File: src/rtl/llc_input_sched.sv
// Input scheduler for the LLC decode stage: arbitrates response, coherence-request and DMA
// channels into one registered message slot drained through a valid/ready handshake.
module llc_input_sched #(
    parameter int unsigned NUM_REQ_CH = 2,
    parameter int unsigned ADDR_W     = 26,
    parameter int unsigned MSG_W      = 5,
    parameter int unsigned SET_BITS   = 9,
    parameter int unsigned STARVE_MAX = 15,
    parameter int unsigned RR_MODE    = 1,
    localparam int unsigned CH_W      = (NUM_REQ_CH > 1) ? $clog2(NUM_REQ_CH) : 1
) (
    input  logic                         clk,
    input  logic                         rst,
    input  logic                         rsp_in_valid,
    output logic                         rsp_in_ready,
    input  logic [ADDR_W-1:0]            rsp_in_addr,
    input  logic [NUM_REQ_CH-1:0]        req_in_valid,
    output logic [NUM_REQ_CH-1:0]        req_in_ready,
    input  logic [NUM_REQ_CH*ADDR_W-1:0] req_in_addr,
    input  logic [NUM_REQ_CH*MSG_W-1:0]  req_in_msg,
    input  logic                         dma_in_valid,
    output logic                         dma_in_ready,
    input  logic [ADDR_W-1:0]            dma_in_addr,
    input  logic                         set_conflict,
    input  logic [SET_BITS-1:0]          stalled_set,
    input  logic                         mshr_full,
    output logic                         out_valid,
    input  logic                         out_ready,
    output logic [1:0]                   out_src,
    output logic [CH_W-1:0]              out_ch,
    output logic [ADDR_W-1:0]            out_addr,
    output logic [MSG_W-1:0]             out_msg
);

    localparam logic [7:0] STARVE_LIM = 8'(STARVE_MAX);

    typedef enum logic {EMPTY = 1'b0, FULL = 1'b1} state_e;
    typedef enum logic [1:0] {SRC_RSP = 2'd0, SRC_REQ = 2'd1, SRC_DMA = 2'd2} src_e;

    state_e                  state;
    logic [CH_W-1:0]         rr_ptr;
    logic [7:0]              starve_cnt;

    logic                    load;
    logic                    starved;
    logic [NUM_REQ_CH-1:0]   elig;
    logic                    hi_found, lo_found, req_found;
    logic [CH_W-1:0]         hi_sel, lo_sel, req_sel;
    logic                    gnt_rsp, gnt_req, gnt_dma, gnt_any;
    logic [ADDR_W-1:0]       req_addr;
    logic [MSG_W-1:0]        req_msg;

    assign out_valid = (state == FULL);
    assign load      = !out_valid || out_ready;
    assign starved   = (starve_cnt == STARVE_LIM);

    // Channels addressing the stalled set, or any channel while MSHRs are exhausted, sit out.
    always_comb begin
        elig = '0;
        for (int unsigned i = 0; i < NUM_REQ_CH; i++) begin
            elig[i] = req_in_valid[i] && !mshr_full &&
                      !(set_conflict && (req_in_addr[i*ADDR_W +: SET_BITS] == stalled_set));
        end
    end

    // Round-robin: lowest eligible index at or above rr_ptr, else wrap to lowest overall.
    always_comb begin
        hi_found = 1'b0;
        lo_found = 1'b0;
        hi_sel   = '0;
        lo_sel   = '0;
        for (int i = int'(NUM_REQ_CH) - 1; i >= 0; i--) begin
            if (elig[i]) begin
                lo_found = 1'b1;
                lo_sel   = CH_W'(i);
                if (CH_W'(i) >= rr_ptr) begin
                    hi_found = 1'b1;
                    hi_sel   = CH_W'(i);
                end
            end
        end
        req_found = lo_found;
        req_sel   = lo_sel;
        if (RR_MODE != 0 && hi_found) begin
            req_sel = hi_sel;
        end
    end

    always_comb begin
        req_addr = '0;
        req_msg  = '0;
        for (int unsigned i = 0; i < NUM_REQ_CH; i++) begin
            if (CH_W'(i) == req_sel) begin
                req_addr = req_in_addr[i*ADDR_W +: ADDR_W];
                req_msg  = req_in_msg[i*MSG_W +: MSG_W];
            end
        end
    end

    // Fixed priority: rsp, starved dma, request, dma.
    always_comb begin
        gnt_rsp = 1'b0;
        gnt_req = 1'b0;
        gnt_dma = 1'b0;
        if (rst && load) begin
            if (rsp_in_valid) begin
                gnt_rsp = 1'b1;
            end else if (dma_in_valid && starved) begin
                gnt_dma = 1'b1;
            end else if (req_found) begin
                gnt_req = 1'b1;
            end else if (dma_in_valid) begin
                gnt_dma = 1'b1;
            end
        end
    end

    assign gnt_any      = gnt_rsp || gnt_req || gnt_dma;
    assign rsp_in_ready = gnt_rsp;
    assign dma_in_ready = gnt_dma;
    assign req_in_ready = gnt_req ? (NUM_REQ_CH'(1) << req_sel) : '0;

    always_ff @(posedge clk) begin
        if (!rst) begin
            state      <= EMPTY;
            out_src    <= '0;
            out_ch     <= '0;
            out_addr   <= '0;
            out_msg    <= '0;
            rr_ptr     <= '0;
            starve_cnt <= '0;
        end else begin
            if (load) begin
                state <= gnt_any ? FULL : EMPTY;
                if (gnt_rsp) begin
                    out_src  <= SRC_RSP;
                    out_ch   <= '0;
                    out_addr <= rsp_in_addr;
                    out_msg  <= '0;
                end else if (gnt_req) begin
                    out_src  <= SRC_REQ;
                    out_ch   <= req_sel;
                    out_addr <= req_addr;
                    out_msg  <= req_msg;
                end else if (gnt_dma) begin
                    out_src  <= SRC_DMA;
                    out_ch   <= '0;
                    out_addr <= dma_in_addr;
                    out_msg  <= '0;
                end
            end
            if (gnt_req) begin
                rr_ptr <= (req_sel == CH_W'(NUM_REQ_CH - 1)) ? '0 : req_sel + CH_W'(1);
            end
            // DMA waits are only counted when something else took the slot.
            if (gnt_dma) begin
                starve_cnt <= '0;
            end else if (dma_in_valid && (gnt_rsp || gnt_req) && starve_cnt < STARVE_LIM) begin
                starve_cnt <= starve_cnt + 8'd1;
            end
        end
    end

endmodule

File: config.mk
export PLATFORM = sky130hd
export DESIGN_NAME = llc_input_sched
export DESIGN_NICKNAME = d
export VERILOG_FILES = /design/src/rtl/llc_input_sched.sv
export SDC_FILE = /design/constraint.sdc
export NUM_CORES = 1
export LEC_CHECK = 0
export CAP_MARGIN = 20
export CORE_MARGIN = 2
export CORE_UTILIZATION = 35
export DETAILED_ROUTE_END_ITERATION = 7
export HOLD_SLACK_MARGIN = 0.02
export PLACE_DENSITY = 0.9
export SLEW_MARGIN = 20
export SYNTH_ARGS = -nofsm -noshare
export SYNTH_HDL_FRONTEND = slang
export SYNTH_SLANG_ARGS = --single-unit
File: constraint.sdc
create_clock -name clk -period 2.2 [get_ports clk]
set_clock_uncertainty 0.05 [all_clocks]
set_input_delay 0.44 -clock clk [delete_from_list [all_inputs] [get_ports clk]]
set_output_delay 0.44 -clock clk [all_outputs]
set_load 0.03 [all_outputs]
After elaboration in Yosys (flattened, before gate mapping) --
Cells that the tools add are included.
Word-level totals: flip-flop bits (word level) 44, bits of input ports 132, word-level logic and storage cells 75
Operators by class: $add $sub $neg 2, $lt $le $gt $ge 3, eq/ne operators 3, shifts and indexed selects 1, multiplexer cells 38, bitwise gates (word level) 1, reductions and logical operators 20
Operators by type and width (number):
- 26-bit two-way mux | 4
- 1-bit two-way mux | 26
- 5-bit two-way mux | 4
- 9-bit == test | 2
- 1-bit logical AND | 10
- 8-bit by 1-bit adder with 8-bit output (second input constant) | 1
- 8-bit by 4-bit == test with 1-bit output (second input constant) | 1
- 8-bit by 4-bit less-than comparator with 1-bit output (second input constant) | 1
- 2-bit two-way mux | 4
- 1-bit zero test | 4
- 1-bit logical OR | 3
- 3-bit nonzero test | 1
- 1-bit >= comparator (first input constant) | 2
- 2-bit AND reduction | 1
- 2-bit OR reduction | 1
- 1-bit by 1-bit left shift with 2-bit output (first input constant) | 1
- 1-bit adder (second input constant) | 1
- 1-bit inverter | 1

Depth between registers and ports, before layout --
word-level depth 13, depth in mapped cells 9, depth with buffers taken out 7

Worst setup path after synthesis --
OpenSTA, ideal clock, no wires.
path type reg2out, start point reg starve_cnt[0], end point out req_in_ready[0], arrival time 2001 ps, slack -291 ps, stages on the path, launching flop included 8, path buffers 2, cells stage by stage dfxtp_1 ha_1 and3_1 and3_1 nor2_1 clkbuf_1 clkbuf_1 and3_1
On the way: longest elaborated chain between the ends 6
RTL lines:
- from (decl) | RTL line 42 | logic [7:0] starve_cnt;
- from (signal assigned) | RTL line 159 | starve_cnt <= starve_cnt + 8'd1;
- 8-bit by 4-bit == test with 1-bit output | RTL line 55 | assign starved = (starve_cnt == STARVE_LIM);
- 1-bit logical AND | RTL line 108 | end else if (dma_in_valid && starved) begin
- 1-bit two-way mux | RTL line 108
- 1-bit two-way mux | RTL line 106 | if (rsp_in_valid) begin
- 1-bit two-way mux | RTL line 105 | if (rst && load) begin
- 2-bit two-way mux | RTL line 121 | assign req_in_ready = gnt_req ? (NUM_REQ_CH'(1) << req_sel) : '0;
- to (decl) | RTL line 18 | output logic [NUM_REQ_CH-1:0] req_in_ready,
Every way passes these cells.

Worst setup path in the final report --
start point in req_in_valid[1], end point out req_in_ready[1]
On the way: longest elaborated chain between the ends 9, elaborated cells between the ends (all ways) 17
RTL lines:
- from (decl) | RTL line 17 | input logic [NUM_REQ_CH-1:0] req_in_valid,
- 1-bit logical AND (*) (2 in a row) | RTL line 61 | elig[i] = req_in_valid[i] && !mshr_full &&
- 1-bit two-way mux (2 in a row) | RTL line 73 | if (elig[i]) begin
- 1-bit two-way mux | RTL line 110 | end else if (req_found) begin
- 1-bit two-way mux | RTL line 108
- 1-bit two-way mux | RTL line 106
- 1-bit two-way mux | RTL line 105
- 2-bit two-way mux (*) | RTL line 121
Mark *: on every way between the ends. The rest lies on a longest branch, timed or not.

==> metrics <==
outcome complete, but fails checks; failing checks negative setup slack; max_cap viols 0; Synth Flop Type dfxtp_1; area post-placement 4880 µm²; DR pass1 iterations 4; Remaining Overflow, GRT 0; DP HPWL 8410 µm; Synth Area in Adders 0.00430; complex-gate fraction of the synthesized area 0.268; Final Hold Vio Count 0; DR WL/cell 19.5 µm; Ports 171; post-synthesis mux area share 0; Routed Antenna Nets 0; die area 9050 µm²; CP Capture Type primary output; CP Data Arrival Time 1730 ps; Routed WL 12,300 µm; critical path type primary input to primary output; Clock Tree Buf Depth 2; cell count after placement 612; Die Width 95.2 µm; drt initial violations 193; share of the synthesized area in the top cell type 0.303; leakage 0.00202 µW; drt drc 0; final instance area 5380 µm²; GRT Resource Usage Total 0.246; vias per cell 5.88; die height 95.2 µm; FFs w/ async S/R, synth 0; pwr dens 466 nW/µm²; FP Rows 33; largest family of logic cells by synthesized area compound AO/OA/AOI/OAI gates; CTS Root Cell clkbuf_8; Final Non-Filler Cells 633; ANT cells 0; Sink Count 44; hold_buf cts 0; antenna violations before repair 0; final critical-path required period 2220 ps; synthesis-to-finish area growth 84.9%; Core ar. 8130 µm²; EDFF count, synth 0; Power, Total 2510 µW; sequential-to-total area share from yosys stat 0.303; Post-Syn Area 2910 µm²; Synth Area in XOR/XNOR 0.0542; syn nets 475; worst skew pair latency 300 ps; Post-Synthesis Cells 342; max frequency 451 MHz; largest net degree at the start of global routing 33; Worst Tran Pin Value 375 ps; simple logic cell fraction of the synthesized area 0.267; Slew Viols, Final 0; Hold/Removal Path Class flip-flop to flip-flop; Port Buffers 170; H-tree Lvls 2; part of the cycle the worst path needs 1.01; Reg clk slew, reported paths 80 ps; Num CTS Buffers 5; worst path required time 1710 ps; Post-layout nets 660; Worst Path Max Fanout 3; GPL Wtd Cong 0.874; first-pass GRT wire length 17,400 µm; layout cells sized above 1 0.223; Final WS setup -16.6 ps; synthesis-stage register bit count 44; RSZ-0062 raised after global routing yes; starting density of the core 0.357; Setup violations, final 2; clock tree from TritonCTS yes; relative slew slack 0.750; maximum vdd drop 0.290 mV; Netlist cell types 46; yosys warns 0; Avg Cell Area, Syn 8.50 µm²; startpoint types primary input; biggest area consumer among synthesized cells dfxtp_1; vias in the first global route 3,749; Vias 3,721; Synth area leaders dfxtp_1 (30%), nand4_1 (12%), a32o_1 (9.0%)
==> placed cells by master (no fill, tap or decap), types with 3 or more instances in the layout <==
master           netlist  final
buf_4                  0     31
clkbuf_8               0      5
dlygate4sd2_1          0      4
o2bb2ai_1              5      4
xor2_1                16      4
nand2_1                6      6
buf_12                 0      6
a32o_1                26     26
a32oi_1                5      5
clkdlybuf4s50_1        0    136
nand2b_1              30     27
clkbuf_16              0      4
buf_2                  7     13
and3_4                 0      4
nor2_1                 8      6
inv_1                 33     33
nand2b_4               0      3
o2111ai_1             27     27
buf_8                  0      3
dfxtp_1               44     42
nand4_1               55     55
xor2_2                 0     10
a21oi_1                3      3
nor4_2                 2      3
buf_6                  5     12
==> per-stage QoR <==
stage                     worst slack (ps)  TNS [ps]  hold WS (ps)   util
after detailed placement              -536    -21140           371  0.601
after CTS                            -39.8     -54.9           384  0.632
final                                -16.6     -25.8           392  0.661
after floorplan                      -16.7     -16.7           358      -
after global placement                -515    -20420           364  0.601
after global routing                 -78.3      -872           411  0.661
==> worst max-delay path: stages <==
cell             delay [ps]
clkdlybuf4s50_1         510
nand2b_4                 80
a31oi_4                 230
buf_6                   140
and3_4                  190
buf_6                   140
==> cells by family after synthesis <==
family / after synthesis
and+or+nand+nor: 122
AOI/OAI and AO/OA: 89
buffers and inverters: 68
DFF: 44
xor gates and xnor gates: 18
adders and majority gates: 1
==> final cells by class <==
type	count	area [µm²]
inverters	33	124
clock inverters	2	35.0
repair buffers	213	2140
multi-input cells	230	1990
fillers	588	2760
well taps	105	131
flip-flops and latches	44	883
clock buffers	6	72.6
==> metal layers <==
layer  track usage  vias to the layer above  wire length (µm)
li1              -                     1695                 -
met1         0.268                     1759              4540
met2         0.453                      225              6370
met3        0.0530                       42              1060
met4         0.109                        0               380
met5             0                        -                 0
==> flip-flops by register name, summed over array words and instances, names as in the netlist <==
register	flops
out_valid	1
rr_ptr	1
out_msg	5
out_addr	26
starve_cnt	8
out_ch	1
out_src	2
==> final timing paths <==
check | end | slack (ps) | depth (start not counted) | startpoint
max | req_in_ready[1] | -20 | 6 | req_in_valid[1]
min reg2reg | starve_cnt[7] | 390 | 2 | starve_cnt[7]
max reg2reg | out_addr[3] | 150 | 9 | starve_cnt[1]
min | starve_cnt[7] | 390 | 2 | starve_cnt[7]
==> cells in the mapped netlist (4+ instances only) <==
| cell | number |
|---|---|
| nand4_1 | 55 |
| dfxtp_1 | 44 |
| inv_1 | 33 |
| nand2b_1 | 30 |
| o2111ai_1 | 27 |
| a32o_1 | 26 |
| clkbuf_1 | 18 |
| xor2_1 | 16 |
| nor2_1 | 8 |
| buf_2 | 7 |
| nand2_1 | 6 |
| a32oi_1 | 5 |
| buf_1 | 5 |
| buf_6 | 5 |
| o2bb2ai_1 | 5 |
| and2_1 | 4 |
| and3_1 | 4 |
==> power by group <==
| group | total, µW | internal (µW) | leakage (µW) | switching, µW |
|---|---|---|---|---|
| clock | 641 | 338 | 0.0000552 | 303 |
| sequential | 894 | 859 | 0.000363 | 35.2 |
| combinational | 973 | 518 | 0.00160 | 456 |
==> what timing repair did <==
| action | CTS | global route |
|---|---|---|
| setup endpoints to repair | 41 | 31 |
| pin swaps | 23 | 10 |
| buffers inserted | 7 | 3 |
| resized for setup | 141 | 25 |
| cloned | 0 | 4 |
Power figures use the tool's default switching activity.
==> edit 1: new RTL, same settings <==
The parameter `NUM_REQ_CH` goes from 2 to 8.
--- a/src/rtl/llc_input_sched.sv
+++ b/src/rtl/llc_input_sched.sv
@@ -1,7 +1,7 @@
 // Input scheduler for the LLC decode stage: arbitrates response, coherence-request and DMA
 // channels into one registered message slot drained through a valid/ready handshake.
 module llc_input_sched #(
-    parameter int unsigned NUM_REQ_CH = 2,
+    parameter int unsigned NUM_REQ_CH = 8,
     parameter int unsigned ADDR_W     = 26,
     parameter int unsigned MSG_W      = 5,
     parameter int unsigned SET_BITS   = 9,
Ports: changed (5 resized); port bits go from 171 to 371. The function was not compared with the original's and may differ.
==> edit 1 against the unedited design <==
  * The run ends with design-rule violations, negative setup slack left
  * Non-clock buffer count grew 439
  * Synthesized area increased by 90%
  * Combinational power grew to 5.0 times the old value
  * Worst hold slack better by 0.071 ns
  * Clock power increased by 50%
  * Register-to-register slack lost 3.1 ns
  * Sequential cell count increased by 4
  * Wire length rose to 3.9 times the old value
  * Worst setup slack worse by 3.4 ns
  * Utilization grew 20 points
  * Power grew to 2.7 times the old value
  * Design area increased by 150%
  * Final cell count is 140% higher
  * Critical endpoint is now out_msg[4]
  * Largest power group unchanged
  * Highest routed layer is now met5
==> edit 1: results (changes against the unedited design) <==
Status - finished with violations (unchanged)
Failing checks - design-rule violations, negative setup slack (was negative setup slack)
Global Route met1 Usage - 52.20% (was 26.76%)
Met3 Usage GRT - 16.72% (was 5.296%)
Initial antenna violation count - 7 (was 0)
Crit path launch - req_in_addr[163] (was req_in_valid[1])
Worst-Margin Slew - 1.401 ns (was 0.3748 ns)
Post-Syn Nets - 1064 (was 475)
DR WL met2 - 19840 µm (was 6367 µm)
Syn Area/Cell - 7.526 µm² (was 8.502 µm²)
Worst setup margin - -3.369 ns (was -0.01657 ns)
Max layer used - met5 (was met4)
Post-detailed-route wirelength per cell - 31.15 µm (was 19.51 µm)
Slowest CP cell - a221oi_1 (was clkdlybuf4s50_1)
Combinational Power - 0.00482 W (was 0.000973 W)
DP Wirelength - 27610 µm (was 8408 µm)
Final setup viols - 58 (was 2)
WL met3 - 7470 µm (was 1061 µm)
1st-iter DRT viols - 1805 (was 193)
Register share of total power - 15.8% (was 35.7%)
Critical-path maximum fanout - 25 (was 3)
CP Data Arrival Time - 5.48 ns (was 1.73 ns)
Nets@finish - 1651 (was 660)
Critical Path Sink - out_msg[4] (was req_in_ready[1])
Layout cells sized above 1 - 38.00% (was 22.35%)
Via count - 10810 (was 3721)
Vias in the first global route - 9853 (was 3749)
Fill count - 732 (was 588)
DRC errors left - 6 (was 0)
edit 1: cell type report:
| class | count | area (µm²) | area share, % |
|---|---|---|---|
| inverters | 35 | 156.4 | 1.180 |
| flip-flops and latches | 48 | 960.9 | 7.247 |
| well taps | 211 | 264.0 | 1.991 |
| multi-input cells | 578 | 5315 | 40.09 |
| repair buffers | 652 | 6380 | 48.12 |
| diodes | 6 | 15.01 | 0.1132 |
| clock buffers | 5 | 125.1 | 0.9437 |
| clock inverters | 3 | 42.54 | 0.3208 |
edit 1: cell families after synthesis:
| kind of cell | Yosys count | share of synthesized area (%) |
|---|---|---|
| compound gates | 326 | 44.77 |
| simple gates | 169 | 15.72 |
| flops | 48 | 17.42 |
| xor+xnor | 75 | 11.91 |
| fa+ha+maj | 7 | 1.588 |
| buf+inv | 107 | 8.415 |
| mux | 1 | 0.1815 |
edit 1: stage by stage:
stage | util, % | total power [W] | worst slack (ns) | instance area (µm²)
6_report | 86.58 | 0.006864 | -3.369 | 13260
5_1_grt | 86.58 | 0.006960 | -3.187 | 13260
4_1_cts | 80.79 | 0.005869 | -1.625 | 12370
3_5_place_dp | 72.74 | 0.004549 | -2.468 | 11140
3_3_place_gp | 72.74 | 0.004496 | -2.362 | 11140
2_1_floorplan | - | 0.002704 | -1.552 | 5834
edit 1: worst min path at each step:
stage | to | cells past startpoint | start | slack (ns)
final | starve_cnt[6] | 1 | starve_cnt[6] | 0.46
after global placement | starve_cnt[4] | 1 | starve_cnt[4] | 0.42
after detailed placement | starve_cnt[5] | 1 | starve_cnt[5] | 0.42
after floorplan | starve_cnt[4] | 1 | starve_cnt[4] | 0.40
after CTS | starve_cnt[7] | 1 | starve_cnt[7] | 0.44
after global routing | starve_cnt[6] | 1 | starve_cnt[6] | 0.46
==> edit 2: new RTL, same flow settings <==
Made on the original files. Add an input register stage for `set_conflict`, with the module's reset; this delays it by one clock. The other inputs are not delayed to match.
--- a/src/rtl/llc_input_sched.sv
+++ b/src/rtl/llc_input_sched.sv
@@ -37,6 +37,16 @@
     typedef enum logic {EMPTY = 1'b0, FULL = 1'b1} state_e;
     typedef enum logic [1:0] {SRC_RSP = 2'd0, SRC_REQ = 2'd1, SRC_DMA = 2'd2} src_e;
 
+    logic set_conflict_q;
+
+    always_ff @(posedge clk) begin
+        if (!rst) begin
+            set_conflict_q <= '0;
+        end else begin
+            set_conflict_q <= set_conflict;
+        end
+    end
+
     state_e                  state;
     logic [CH_W-1:0]         rr_ptr;
     logic [7:0]              starve_cnt;
@@ -59,7 +69,7 @@
         elig = '0;
         for (int unsigned i = 0; i < NUM_REQ_CH; i++) begin
             elig[i] = req_in_valid[i] && !mshr_full &&
-                      !(set_conflict && (req_in_addr[i*ADDR_W +: SET_BITS] == stalled_set));
+                      !(set_conflict_q && (req_in_addr[i*ADDR_W +: SET_BITS] == stalled_set));
         end
     end
 
Check against the original RTL: not equivalent (a bounded check fails within 4 cycles, from zero or initial values and one cycle with rst low).
==> edit 2 against the unedited design <==
  * The flow still finishes with violations (negative setup slack)
  * Worst setup slack lost 0.38 ns
  * Design area grew 1.2%
  * Via count down 6.6%
  * Sequential power increased by 2.6%
  * Wire length rose by 12%
  * Global-route usage up 3.7 points
  * Power grew 6.9%
  * Non-clock buffer count grew 34
  * Synthesized cell count is 28% lower
  * Sequential cell count rose by 1
  * Synthesized area decreased by 13%
  * Critical path type unchanged
  * Critical endpoint unchanged
==> edit 2: results (changes against the unedited design) <==
1st-iter DRT viols - 225 (was 193)
Hold Startpoint - out_src[0] (was starve_cnt[7])
Top post-synthesis cells by area - dfxtp_1, o221a_1, a221o_1 (was dfxtp_1, nand4_1, a32o_1)
Met2 Use GR - 49.43% (was 45.31%)
Final setup viols - 36 (was 2)
CTS buffer count - 5 (unchanged)
Worst-Margin Slew - 0.4010 ns (was 0.3748 ns)
Critical-path maximum fanout - 2 (was 3)
Clock root buffer - clkbuf_8 (unchanged)
Htree depth - 2 (unchanged)
Clock tree buffer depth - 2 (unchanged)
Top Registers - out_addr x26, starve_cnt x8, out_msg x5 (unchanged)
Post-Syn Nets - 378 (was 475)
Vias in the first global route - 3324 (was 3749)
Setup TNS - -9.452 ns (was -0.02577 ns)
Most common library cells after synthesis - dfxtp_1, a221o_1, a22o_1, o221a_1, xnor2_1 (was nand4_1, dfxtp_1, inv_1)
VDD IR max - 0.3491 mV (was 0.2903 mV)
Worst setup margin - -0.3985 ns (was -0.01657 ns)
Met1 WL - 4979 µm (was 4540 µm)
Max layer used - met4 (unchanged)
First-pass GRT wire length - 17070 µm (was 17430 µm)
DP Wirelength - 7888 µm (was 8408 µm)
Initial antenna violation count - 0 (unchanged)
Async SR Flop Fraction - 0% (unchanged)
CP Data Arrival Time - 2.11 ns (was 1.73 ns)
Leak pwr - 2.240 nW (was 2.021 nW)
Layout cells sized above 1 - 33.54% (was 22.35%)
Post-DRT Antenna Nets - 0 (unchanged)
Initial DRT Pass Iterations - 5 (was 4)
Port Buffers - 170 (unchanged)
Clk slew on worst S/H paths - 0.09 ns
Yosys cell types - 47 (was 46)
Crit path launch - req_in_addr[1] (was req_in_valid[1])
GRT Overall Usage - 28.22% (was 24.57%)
WL met3 - 1412 µm (was 1061 µm)
Placed cell count - 543 (was 612)
Met3 Usage GRT - 7.479% (was 5.296%)
Global Route met1 Usage - 32.81% (was 26.76%)
Via density - 5.995 (was 5.878)
DR WL met2 - 6845 µm (was 6367 µm)
GP Congestion - 0.8218 (was 0.8736)
Total wire length - 13820 µm (was 12350 µm)
Worst hold path class - flip-flop to flip-flop (unchanged)
Register area share after synthesis - 35.43% (was 30.29%)
Placed cell areas - 4693 µm² (was 4885 µm²)
Cells after Synth - 245 (was 342)
Clk_lat worst skew - 0.30 ns (about the same)
Pin count of the biggest net entering global routing - 29 (was 33)
Status - finished with violations (unchanged)
Yosys warns - 0 (unchanged)
Nets@finish - 613 (was 660)
Non-Filler Instances - 580 (was 633)
Failing checks - negative setup slack (unchanged)
R2r startpoint - starve_cnt[4] (was starve_cnt[1])
-- edit 2: final timing paths --
| kind | cells after the start | endpoint | slack [ns] |
|---|---|---|---|
| worst max-delay path | 9 | req_in_ready[1] | -0.40 |
| worst min-delay path | 2 | out_src[0] | 0.41 |
| worst max register to register | 10 | out_addr[10] | -0.23 |
| worst min register to register | 2 | out_src[0] | 0.41 |
-- edit 2: cells by family after synthesis --
family | after synthesis | share of synthesized area [%]
flops | 45 | 35.43
simple gates | 44 | 10.48
fa+ha+maj | 1 | 0.4920
xor+xnor | 20 | 6.890
buf+inv | 26 | 6.447
compound gates | 109 | 40.26
-- edit 2: area by class of cell --
class | instances | area (µm²)
diodes | 1 | 2.502
well taps | 99 | 123.9
multi-input cells | 177 | 1774
flip-flops and latches | 45 | 900.9
repair buffers | 247 | 2521
inverters | 4 | 15.01
fillers | 462 | 1695
clock buffers | 5 | 68.82
clock inverters | 2 | 35.03
-- edit 2: worst max-delay path: stages --
cell and delay (ns):
clkdlybuf4s15_1 0.21, xnor2_1 0.18, nand4_1 0.24, o311ai_4 0.35, buf_6 0.15, o21a_4 0.12
nor2b_4 0.18, buf_12 0.12, buf_8 0.11
-- edit 2: timing repair --
action,4_1_cts,5_1_grt
resized for setup,140,37
pin swaps,25,12
endpoints found under the hold margin,0,0
endpoints found under the setup margin,43,39
gates cloned,3,7
setup buffers,9,12
-- edit 2: metrics by stage --
stage / power, W / worst slack (ns)
finish: 0.002682 / -0.3985
CTS: 0.002533 / -0.2583
global route: 0.002763 / -0.4213
detailed placement: 0.001847 / -1.043
global placement: 0.001821 / -1.310
floorplan: 0.001341 / -0.09270
-- edit 2: power by group --
group	switching, W	leakage (nW)	internal, W
Clock	0.000306	0.0540	0.000331
Combinational	0.000501	1.82	0.000626
Sequential	0.0000398	0.370	0.000878
